### src/rtl/des_round_ctrl.sv
// Iterative DES round controller: IP/PC1 load, 16-round key schedule and L/R update, FP on completion.
// The round function itself is external (f_r/f_key out, f_out in). Optional macro: DES_KEY_ZEROIZE_EN.
module des_round_ctrl (
    input  logic        clk,
    input  logic        reset,
    input  logic        start,
    input  logic        decrypt,
    input  logic [63:0] data_in,
    input  logic [63:0] key_in,
    output logic [31:0] f_r,
    output logic [47:0] f_key,
    input  logic [31:0] f_out,
    output logic        busy,
    output logic        done,
    output logic [63:0] data_out
);

    typedef enum logic [1:0] {IDLE, ROUND, FINAL} state_t;

    localparam int unsigned IP_T [64] = '{
        58, 50, 42, 34, 26, 18, 10, 2,  60, 52, 44, 36, 28, 20, 12, 4,
        62, 54, 46, 38, 30, 22, 14, 6,  64, 56, 48, 40, 32, 24, 16, 8,
        57, 49, 41, 33, 25, 17,  9, 1,  59, 51, 43, 35, 27, 19, 11, 3,
        61, 53, 45, 37, 29, 21, 13, 5,  63, 55, 47, 39, 31, 23, 15, 7};
    localparam int unsigned FP_T [64] = '{
        40, 8, 48, 16, 56, 24, 64, 32,  39, 7, 47, 15, 55, 23, 63, 31,
        38, 6, 46, 14, 54, 22, 62, 30,  37, 5, 45, 13, 53, 21, 61, 29,
        36, 4, 44, 12, 52, 20, 60, 28,  35, 3, 43, 11, 51, 19, 59, 27,
        34, 2, 42, 10, 50, 18, 58, 26,  33, 1, 41,  9, 49, 17, 57, 25};
    localparam int unsigned PC1_T [56] = '{
        57, 49, 41, 33, 25, 17,  9,   1, 58, 50, 42, 34, 26, 18,
        10,  2, 59, 51, 43, 35, 27,  19, 11,  3, 60, 52, 44, 36,
        63, 55, 47, 39, 31, 23, 15,   7, 62, 54, 46, 38, 30, 22,
        14,  6, 61, 53, 45, 37, 29,  21, 13,  5, 28, 20, 12,  4};
    localparam int unsigned PC2_T [48] = '{
        14, 17, 11, 24,  1,  5,   3, 28, 15,  6, 21, 10,
        23, 19, 12,  4, 26,  8,  16,  7, 27, 20, 13,  2,
        41, 52, 31, 37, 47, 55,  30, 40, 51, 45, 33, 48,
        44, 49, 39, 56, 34, 53,  46, 42, 50, 36, 29, 32};

    // Tables use FIPS numbering: table entry n selects vector bit [width-n].
    function automatic logic [63:0] ip_f(input logic [63:0] x);
        ip_f = '0;
        for (int unsigned i = 0; i < 64; i++) ip_f[63-i] = x[64-IP_T[i]];
    endfunction

    function automatic logic [63:0] fp_f(input logic [63:0] x);
        fp_f = '0;
        for (int unsigned i = 0; i < 64; i++) fp_f[63-i] = x[64-FP_T[i]];
    endfunction

    function automatic logic [55:0] pc1_f(input logic [63:0] x);
        pc1_f = '0;
        for (int unsigned i = 0; i < 56; i++) pc1_f[55-i] = x[64-PC1_T[i]];
    endfunction

    function automatic logic [47:0] pc2_f(input logic [55:0] x);
        pc2_f = '0;
        for (int unsigned i = 0; i < 48; i++) pc2_f[47-i] = x[56-PC2_T[i]];
    endfunction

    state_t      state, state_nxt;
    logic [31:0] l, r;
    logic [27:0] c, d;
    logic [3:0]  round;
    logic        dec_q;
    logic        enc_single, dec_single;
    logic [27:0] c_enc, d_enc, c_nxt, d_nxt;
    logic [55:0] key_src;

    always_ff @(posedge clk) begin
        if (reset) state <= IDLE;
        else       state <= state_nxt;
    end

    always_comb begin
        state_nxt = state;
        case (state)
            IDLE:    if (start) state_nxt = ROUND;
            ROUND:   if (round == 4'd15) state_nxt = FINAL;
            FINAL:   state_nxt = IDLE;
            default: state_nxt = IDLE;
        endcase
    end

    // Encrypt rotates left before use; decrypt uses current C/D then rotates right for the next round.
    always_comb begin
        enc_single = (round == 4'd0) || (round == 4'd1) || (round == 4'd8) || (round == 4'd15);
        dec_single = (round == 4'd0) || (round == 4'd7) || (round == 4'd14);
        c_enc      = enc_single ? {c[26:0], c[27]} : {c[25:0], c[27:26]};
        d_enc      = enc_single ? {d[26:0], d[27]} : {d[25:0], d[27:26]};
        if (dec_q) begin
            key_src = {c, d};
            if (round == 4'd15) begin
                c_nxt = c;
                d_nxt = d;
            end else if (dec_single) begin
                c_nxt = {c[0], c[27:1]};
                d_nxt = {d[0], d[27:1]};
            end else begin
                c_nxt = {c[1:0], c[27:2]};
                d_nxt = {d[1:0], d[27:2]};
            end
        end else begin
            key_src = {c_enc, d_enc};
            c_nxt   = c_enc;
            d_nxt   = d_enc;
        end
    end

    always_comb begin
        busy  = (state != IDLE);
        f_r   = r;
        f_key = (state == ROUND) ? pc2_f(key_src) : '0;
    end

    always_ff @(posedge clk) begin
        if (reset) begin
            l        <= '0;
            r        <= '0;
            c        <= '0;
            d        <= '0;
            round    <= '0;
            dec_q    <= 1'b0;
            done     <= 1'b0;
            data_out <= '0;
        end else begin
            done <= 1'b0;
            case (state)
                IDLE: begin
                    if (start) begin
                        {l, r} <= ip_f(data_in);
                        {c, d} <= pc1_f(key_in);
                        dec_q  <= decrypt;
                        round  <= '0;
                    end
                end
                ROUND: begin
                    l     <= r;
                    r     <= l ^ f_out;
                    c     <= c_nxt;
                    d     <= d_nxt;
                    round <= (round == 4'd15) ? round : round + 4'd1;
                end
                FINAL: begin
                    data_out <= fp_f({r, l});
                    done     <= 1'b1;
`ifdef DES_KEY_ZEROIZE_EN
                    l <= '0;
                    r <= '0;
                    c <= '0;
                    d <= '0;
`else
                    l <= l;
                    r <= r;
                    c <= c;
                    d <= d;
`endif
                end
                default: ;
            endcase
        end
    end

endmodule

### config.mk
export PLATFORM = sky130hd
export DESIGN_NAME = des_round_ctrl
export DESIGN_NICKNAME = d
export VERILOG_FILES = /design/src/rtl/des_round_ctrl.sv
export SDC_FILE = /design/constraint.sdc
export NUM_CORES = 1
export LEC_CHECK = 0
export ABC_AREA = 0
export BUFFER_PORTS_ARGS = -buffer_cell sky130_fd_sc_hd__buf_2
export CAP_MARGIN = 0
export CORE_MARGIN = 5
export CORE_UTILIZATION = 23
export DETAILED_ROUTE_END_ITERATION = 10
export HOLD_SLACK_MARGIN = 0.1
export PLACE_DENSITY = 0.52
export SYNTH_ARGS = -nofsm -noshare
export SYNTH_HDL_FRONTEND = slang
export SYNTH_SLANG_ARGS = --single-unit
### constraint.sdc
create_clock -name clk -period 2 [get_ports clk]
set_input_delay 0.4 -clock clk [delete_from_list [all_inputs] [get_ports clk]]
set_output_delay 0.4 -clock clk [all_outputs]
set_load 0.05 [all_outputs]
# Word level (Yosys, flattened, before mapping)

Index checks and enable logic that the tools add are counted.

Bits in registers: 192
Output and inout bits: 146
Logic and storage cells: 61

$add $sub $neg: 1
Equal/unequal tests: 11
Multiplexer cells: 25
Bitwise operators: 1
Reduce and logical (&&, ||, !) cells: 14

Operators by type and width:

| operator                                                         | count |
|---|---|
| 28-bit 2-to-1 mux                                                | 10 |
| 32-bit case mux with 2 select lines                              | 2 |
| 28-bit case mux with 2 select lines                              | 2 |
| 32-bit 2-to-1 mux                                                | 2 |
| 56-bit 2-to-1 mux                                                | 1 |
| 48-bit 2-to-1 mux                                                | 1 |
| 32-bit bitwise XOR                                               | 1 |
| 4-bit == test (second input constant)                            | 3 |
| 4-bit 2-to-1 mux                                                 | 2 |
| 4-bit case mux with 2 select lines                               | 1 |
| 2-bit != test (second input constant)                            | 3 |
| 2-bit AND reduction                                              | 3 |
| 3-bit AND reduction                                              | 2 |
| 1-bit logical OR                                                 | 5 |
| 4-bit by 1-bit adder with 4-bit output (second input constant)   | 1 |
| 4-bit by 1-bit == test with 1-bit output (second input constant) | 1 |
| 4-bit by 3-bit == test with 1-bit output (second input constant) | 1 |
| 4-bit zero test                                                  | 1 |
| 2-bit 2-to-1 mux                                                 | 2 |
| 2-bit case mux with 2 select lines                               | 1 |
| 2-bit nonzero test                                               | 2 |
| 3-bit != test (second input constant)                            | 1 |
| 2-bit by 1-bit == test with 1-bit output (second input constant) | 1 |
| 2-bit == test (second input constant)                            | 1 |
| other kinds (2)                                                  | 2 |

# Logic depth before layout (Yosys ltp)

Depth after elaboration: 7
Gate-level depth with buffers: 8

# Least setup slack after synthesis

No wires, ideal clock.

Path kind: register to output
From: register round[0]
To: output port f_key[27]
Arrival time: 2.726 ns
Setup slack: -1.126 ns
Cell stages (with the launch flop): 8
Buffers on the path: 1
Path through: dfxtp_1 inv_1 ha_1 o21bai_1 nand2_1 buf_2 mux2i_1 a211oi_1

Longest elaborated chain between the ends: 7
Elaborated cells between the ends (all ways): 10
Classes of those cells: 3 x eq/ne; 3 x mux; 4 x reduce/logical

Ends and longest elaborated chain:

| what                                                                               | RTL line | RTL |
|---|---|---|
| start, declared                                                                    | 65       | `logic [3:0] round;` |
| start signal, assigned                                                             | 143      | `round <= (round == 4'd15) ? round : round + 4'd1;` |
| 4-bit by 1-bit == test with 1-bit output / 4-bit zero test (equally long branches) | 88       | `enc_single = (round == 4'd0) \|\| (round == 4'd1) \|\| (round == 4'd8) \|\| (round == 4'd15);` |
| 1-bit logical OR (2 in a row)                                                      | 88       |  |
| 1-bit logical OR (*)                                                               | 88       |  |
| 28-bit 2-to-1 mux (*)                                                              | 90       | `c_enc = enc_single ? {c[26:0], c[27]} : {c[25:0], c[27:26]};` |
| 56-bit 2-to-1 mux (*)                                                              | 92       | `if (dec_q) begin` |
| 48-bit 2-to-1 mux (*)                                                              | 114      | `f_key = (state == ROUND) ? pc2_f(key_src) : '0;` |
| end, declared                                                                      | 11       | `output logic [47:0] f_key,` |

Mark *: on every way between the ends. The rest lies on a longest branch, timed or not.

# Worst setup path in the final report

From: register round[1]
To: output port f_key[36]

Same word-level chain as after synthesis.

==> reports/results.ini <==
[sta]
slew_headroom_pct = 44.2
setup_viol = 66
max_freq_ghz = 0.370
holdWs_ps = 140
hold_viol = 0
fin_ws_ps = -700
fin_crit_sh_pct = 135
worstMarginPinSlew_ps = 836
fin_skew_ps = 11.8
fin_crit_ps = 2700
fin_tns_setup_ps = -31220
rsz0062_at_grt = yes
slew_violations = 0

[critical_path]
cpPeakStageDelay_ps = 350
timing.rr.end = c[10]$_SDFFE_PP0P_
path_cells = inv_2 > ha_4 > nor2b_4 > o21bai_4 > nand2_4 > buf_12 > mux2i_2 > a211oi_4 > buf_6 > buf_12
path_common_cell = buf_12
required_ps = 1600
reg2reg_depth = 9
startpoint_type = flop
arrival_ps = 2300
path_class = reg -> out
worst_setup_path_end_kind = output pin
r2r_start = round[0]$_SDFFE_PP0P_
critPathMaxFanout = 6
r2r_slack_ps = -70
crit_path_top_delay_cell = dfxtp_2

[power_and_ir_drop]
p_comb_share_pct = 27.8
power.density_nw_per_um2 = 721
sequentialPowerShare_pct = 39.0
leakage_nw = 6.27
peakVddDrop_mv = 0.560
p_clk_share_pct = 33.2
p_int_mw = 7.31
p_sw_share_pct = 35.7
p_switching_mw = 4.05

[logic_synthesis]
synth_edf_count = 0
yosysUniqueCellTypes = 41
ys_async_sr_fraction_pct = 0
ys_top_cells_by_count = nand2_1, dfxtp_1, a21oi_1
ys_top_cells_by_area = dfxtp_1, nand2_1, a21oi_1, mux2i_1, a221oi_1
synth_nets = 1557
syn_area_um2 = 10900
yosys.area_share.adder_pct = 0.461
seq_area_frac_synth_pct = 35.4
synth_compound_area_share_pct = 33.1
dominantRegCellSynth = dfxtp_1
avgSynthCellArea_um2 = 7.81
yosys.area.top_type = dfxtp_1
synth-seq-cells = 192
synth-xor-area-share_pct = 2.66
post-synth-top-count-cell = nand2_1
synth_top_family_by_area = compound AO/OA/AOI/OAI gates
synth-simple-area-share_pct = 16.1
synth_top_area_share_pct = 35.4
yosys_warnings = 0
synth_mux_area_share_pct = 6.32
synthCells = 1389

[die]
core-area_um2 = 46700
fp-row-count = 79
die_h_um = 227
io_pins = 310
die_width_um = 227
dieArea_um2 = 51600
start_util_pct = 23.3

[clock_network]
cts-root-buf = clkbuf_16
clockBufferDepth = 2
numCtsBuffers = 17
numClockSinks = 192
cts_tree = built
htree_levels = 4
clkTransAtPathRegs_ps = 80
insertion_delay_ps = 490

[place]
dp.cells = 2233
dp_hpwl_um = 32200
gp_congestion = 0.817
io_buffers = 301
dp_slack_ps = -263

[global_route]
grt_pass1_wl_um = 70500
grt.total_usage_pct = 17.6
grt_max_degree = 155
antenna_found_initial = 3
grt_pass1_vias = 11200
gr-total-overflow = 0

[job]
maxCapViolations = 0

[min_path]
holdPathStages = 3
hp-class = in -> reg
holdPathEnd = f_r[25]$_SDFFE_PP0P_
min_from = data_in[55]

[route]
drt-vias-per-instance = 5.25
ant_nets = 0
totalWireLength_um = 48200
wl_per_cell_um = 21.1
drt-pass1-iter-count = 8
drt_iter0_drc = 1013
vias = 12000
drc = 0

[layout]
multi_input_area_um2 = 7120
drive_gt1_share_pct = 34.3
final_cells = 2289
fin_util_pct = 33.8
seq_area_um2 = 3860
synthToLayoutAreaGrowth_pct = 45.1
final_nets = 1830
nFillCells = 4906

[outcome]
outcome = complete, but fails checks
failed_checks = negative setup slack

==> worst max-delay path, delay by kind of cell (launching register included) <==
kind | cells | cell delay [ps]
buffers and inverters | 4 | 500
and+or+nand+nor | 2 | 230
adders and majority gates | 1 | 140
muxes | 1 | 170
DFF | 1 | 350
AOI/OAI and AO/OA | 2 | 420
==> sequential cells by signal (all words and copies together) (netlist names) <==
signal	flops
data_out	64
round	4
l	32
done	1
d	28
dec_q	1
c	28
f_r	32
state	2
==> power groups by stage <==
stage / combinational, mW / sequential, mW / clock, mW
2_1_floorplan: 1.80 / 4.52 / 0
3_3_place_gp: 2.87 / 4.49 / 0
3_5_place_dp: 2.90 / 4.50 / 0
4_1_cts: 3.09 / 4.41 / 3.85
5_1_grt: 3.37 / 4.46 / 3.98
6_report: 3.16 / 4.43 / 3.77
==> kinds of logic after synthesis <==
logic type,count (synthesis)
AOI/OAI and AO/OA,521
and+or+nand+nor,410
DFF,192
buffers and inverters,163
muxes,66
xor gates and xnor gates,33
adders and majority gates,4
==> area by class of cell <==
| type | instances | share of cell area [%] |
|---|---|---|
| antenna | 7 | 0.111 |
| clock buffer | 18 | 2.72 |
| clock inverter | 14 | 1.20 |
| inverter | 4 | 0.0953 |
| multi-input combinational | 1034 | 45.2 |
| sequential | 192 | 24.5 |
| tap | 607 | 4.82 |
| timing repair buffer | 413 | 21.3 |
==> placed cells by master, fill, tap and decap left out, drive strengths merged, types with 2 or more instances in the layout <==
master	n
a211oi	32
a21o	32
a21oi	178
a221o	16
a221oi	64
a22oi	31
a311oi	2
and3	9
buf	406
bufbuf	3
bufinv	2
clkbuf	22
clkinv	4
dfxtp	192
diode	7
ha	4
inv	11
mux2i	66
nand2	249
nand2b	3
nand3	42
nor2	59
nor2b	41
nor3	4
o211a	32
o21ai	88
o21ba	2
o21bai	2
o221a	30
o41ai	8
xor2	32
==> worst max path at each step <==
stage,start,to,cells past startpoint
after floorplan,round[1]$_SDFFE_PP0P_,f_key[31],8
after global placement,round[1]$_SDFFE_PP0P_,f_key[8],9
after detailed placement,round[0]$_SDFFE_PP0P_,f_key[40],7
after CTS,round[1]$_SDFFE_PP0P_,f_key[36],10
after global routing,round[1]$_SDFFE_PP0P_,f_key[36],10
final,round[1]$_SDFFE_PP0P_,f_key[36],10
==> metal layers <==
| metal | share of wire [%] | up-vias | track usage [%] |
|---|---|---|---|
| met5 | 0 | - | 0 |
| met2 | 46 | 487 | 27.0 |
| met4 | 2.3 | 0 | 5.67 |
| met3 | 6.2 | 63 | 3.21 |
| li1 | - | 5606 | - |
| met1 | 45 | 5853 | 25.0 |
==> through the flow <==
stage | cell area (µm²) | power [mW]
global route | 15700 | 11.8
finish | 15800 | 11.4
detailed placement | 14400 | 7.39
CTS | 15500 | 11.4
global placement | 14400 | 7.36
floorplan | 11500 | 6.33
==> repair_timing <==
action	in CTS	in global routing
setup endpoints to repair	70	102
hold buffers	0	0
pin swaps	5	8
setup buffers	5	2
gates cloned	6	4
endpoints found under the hold margin	0	0
resized for setup	99	19
No activity file was read; power rests on OpenSTA's default activity.
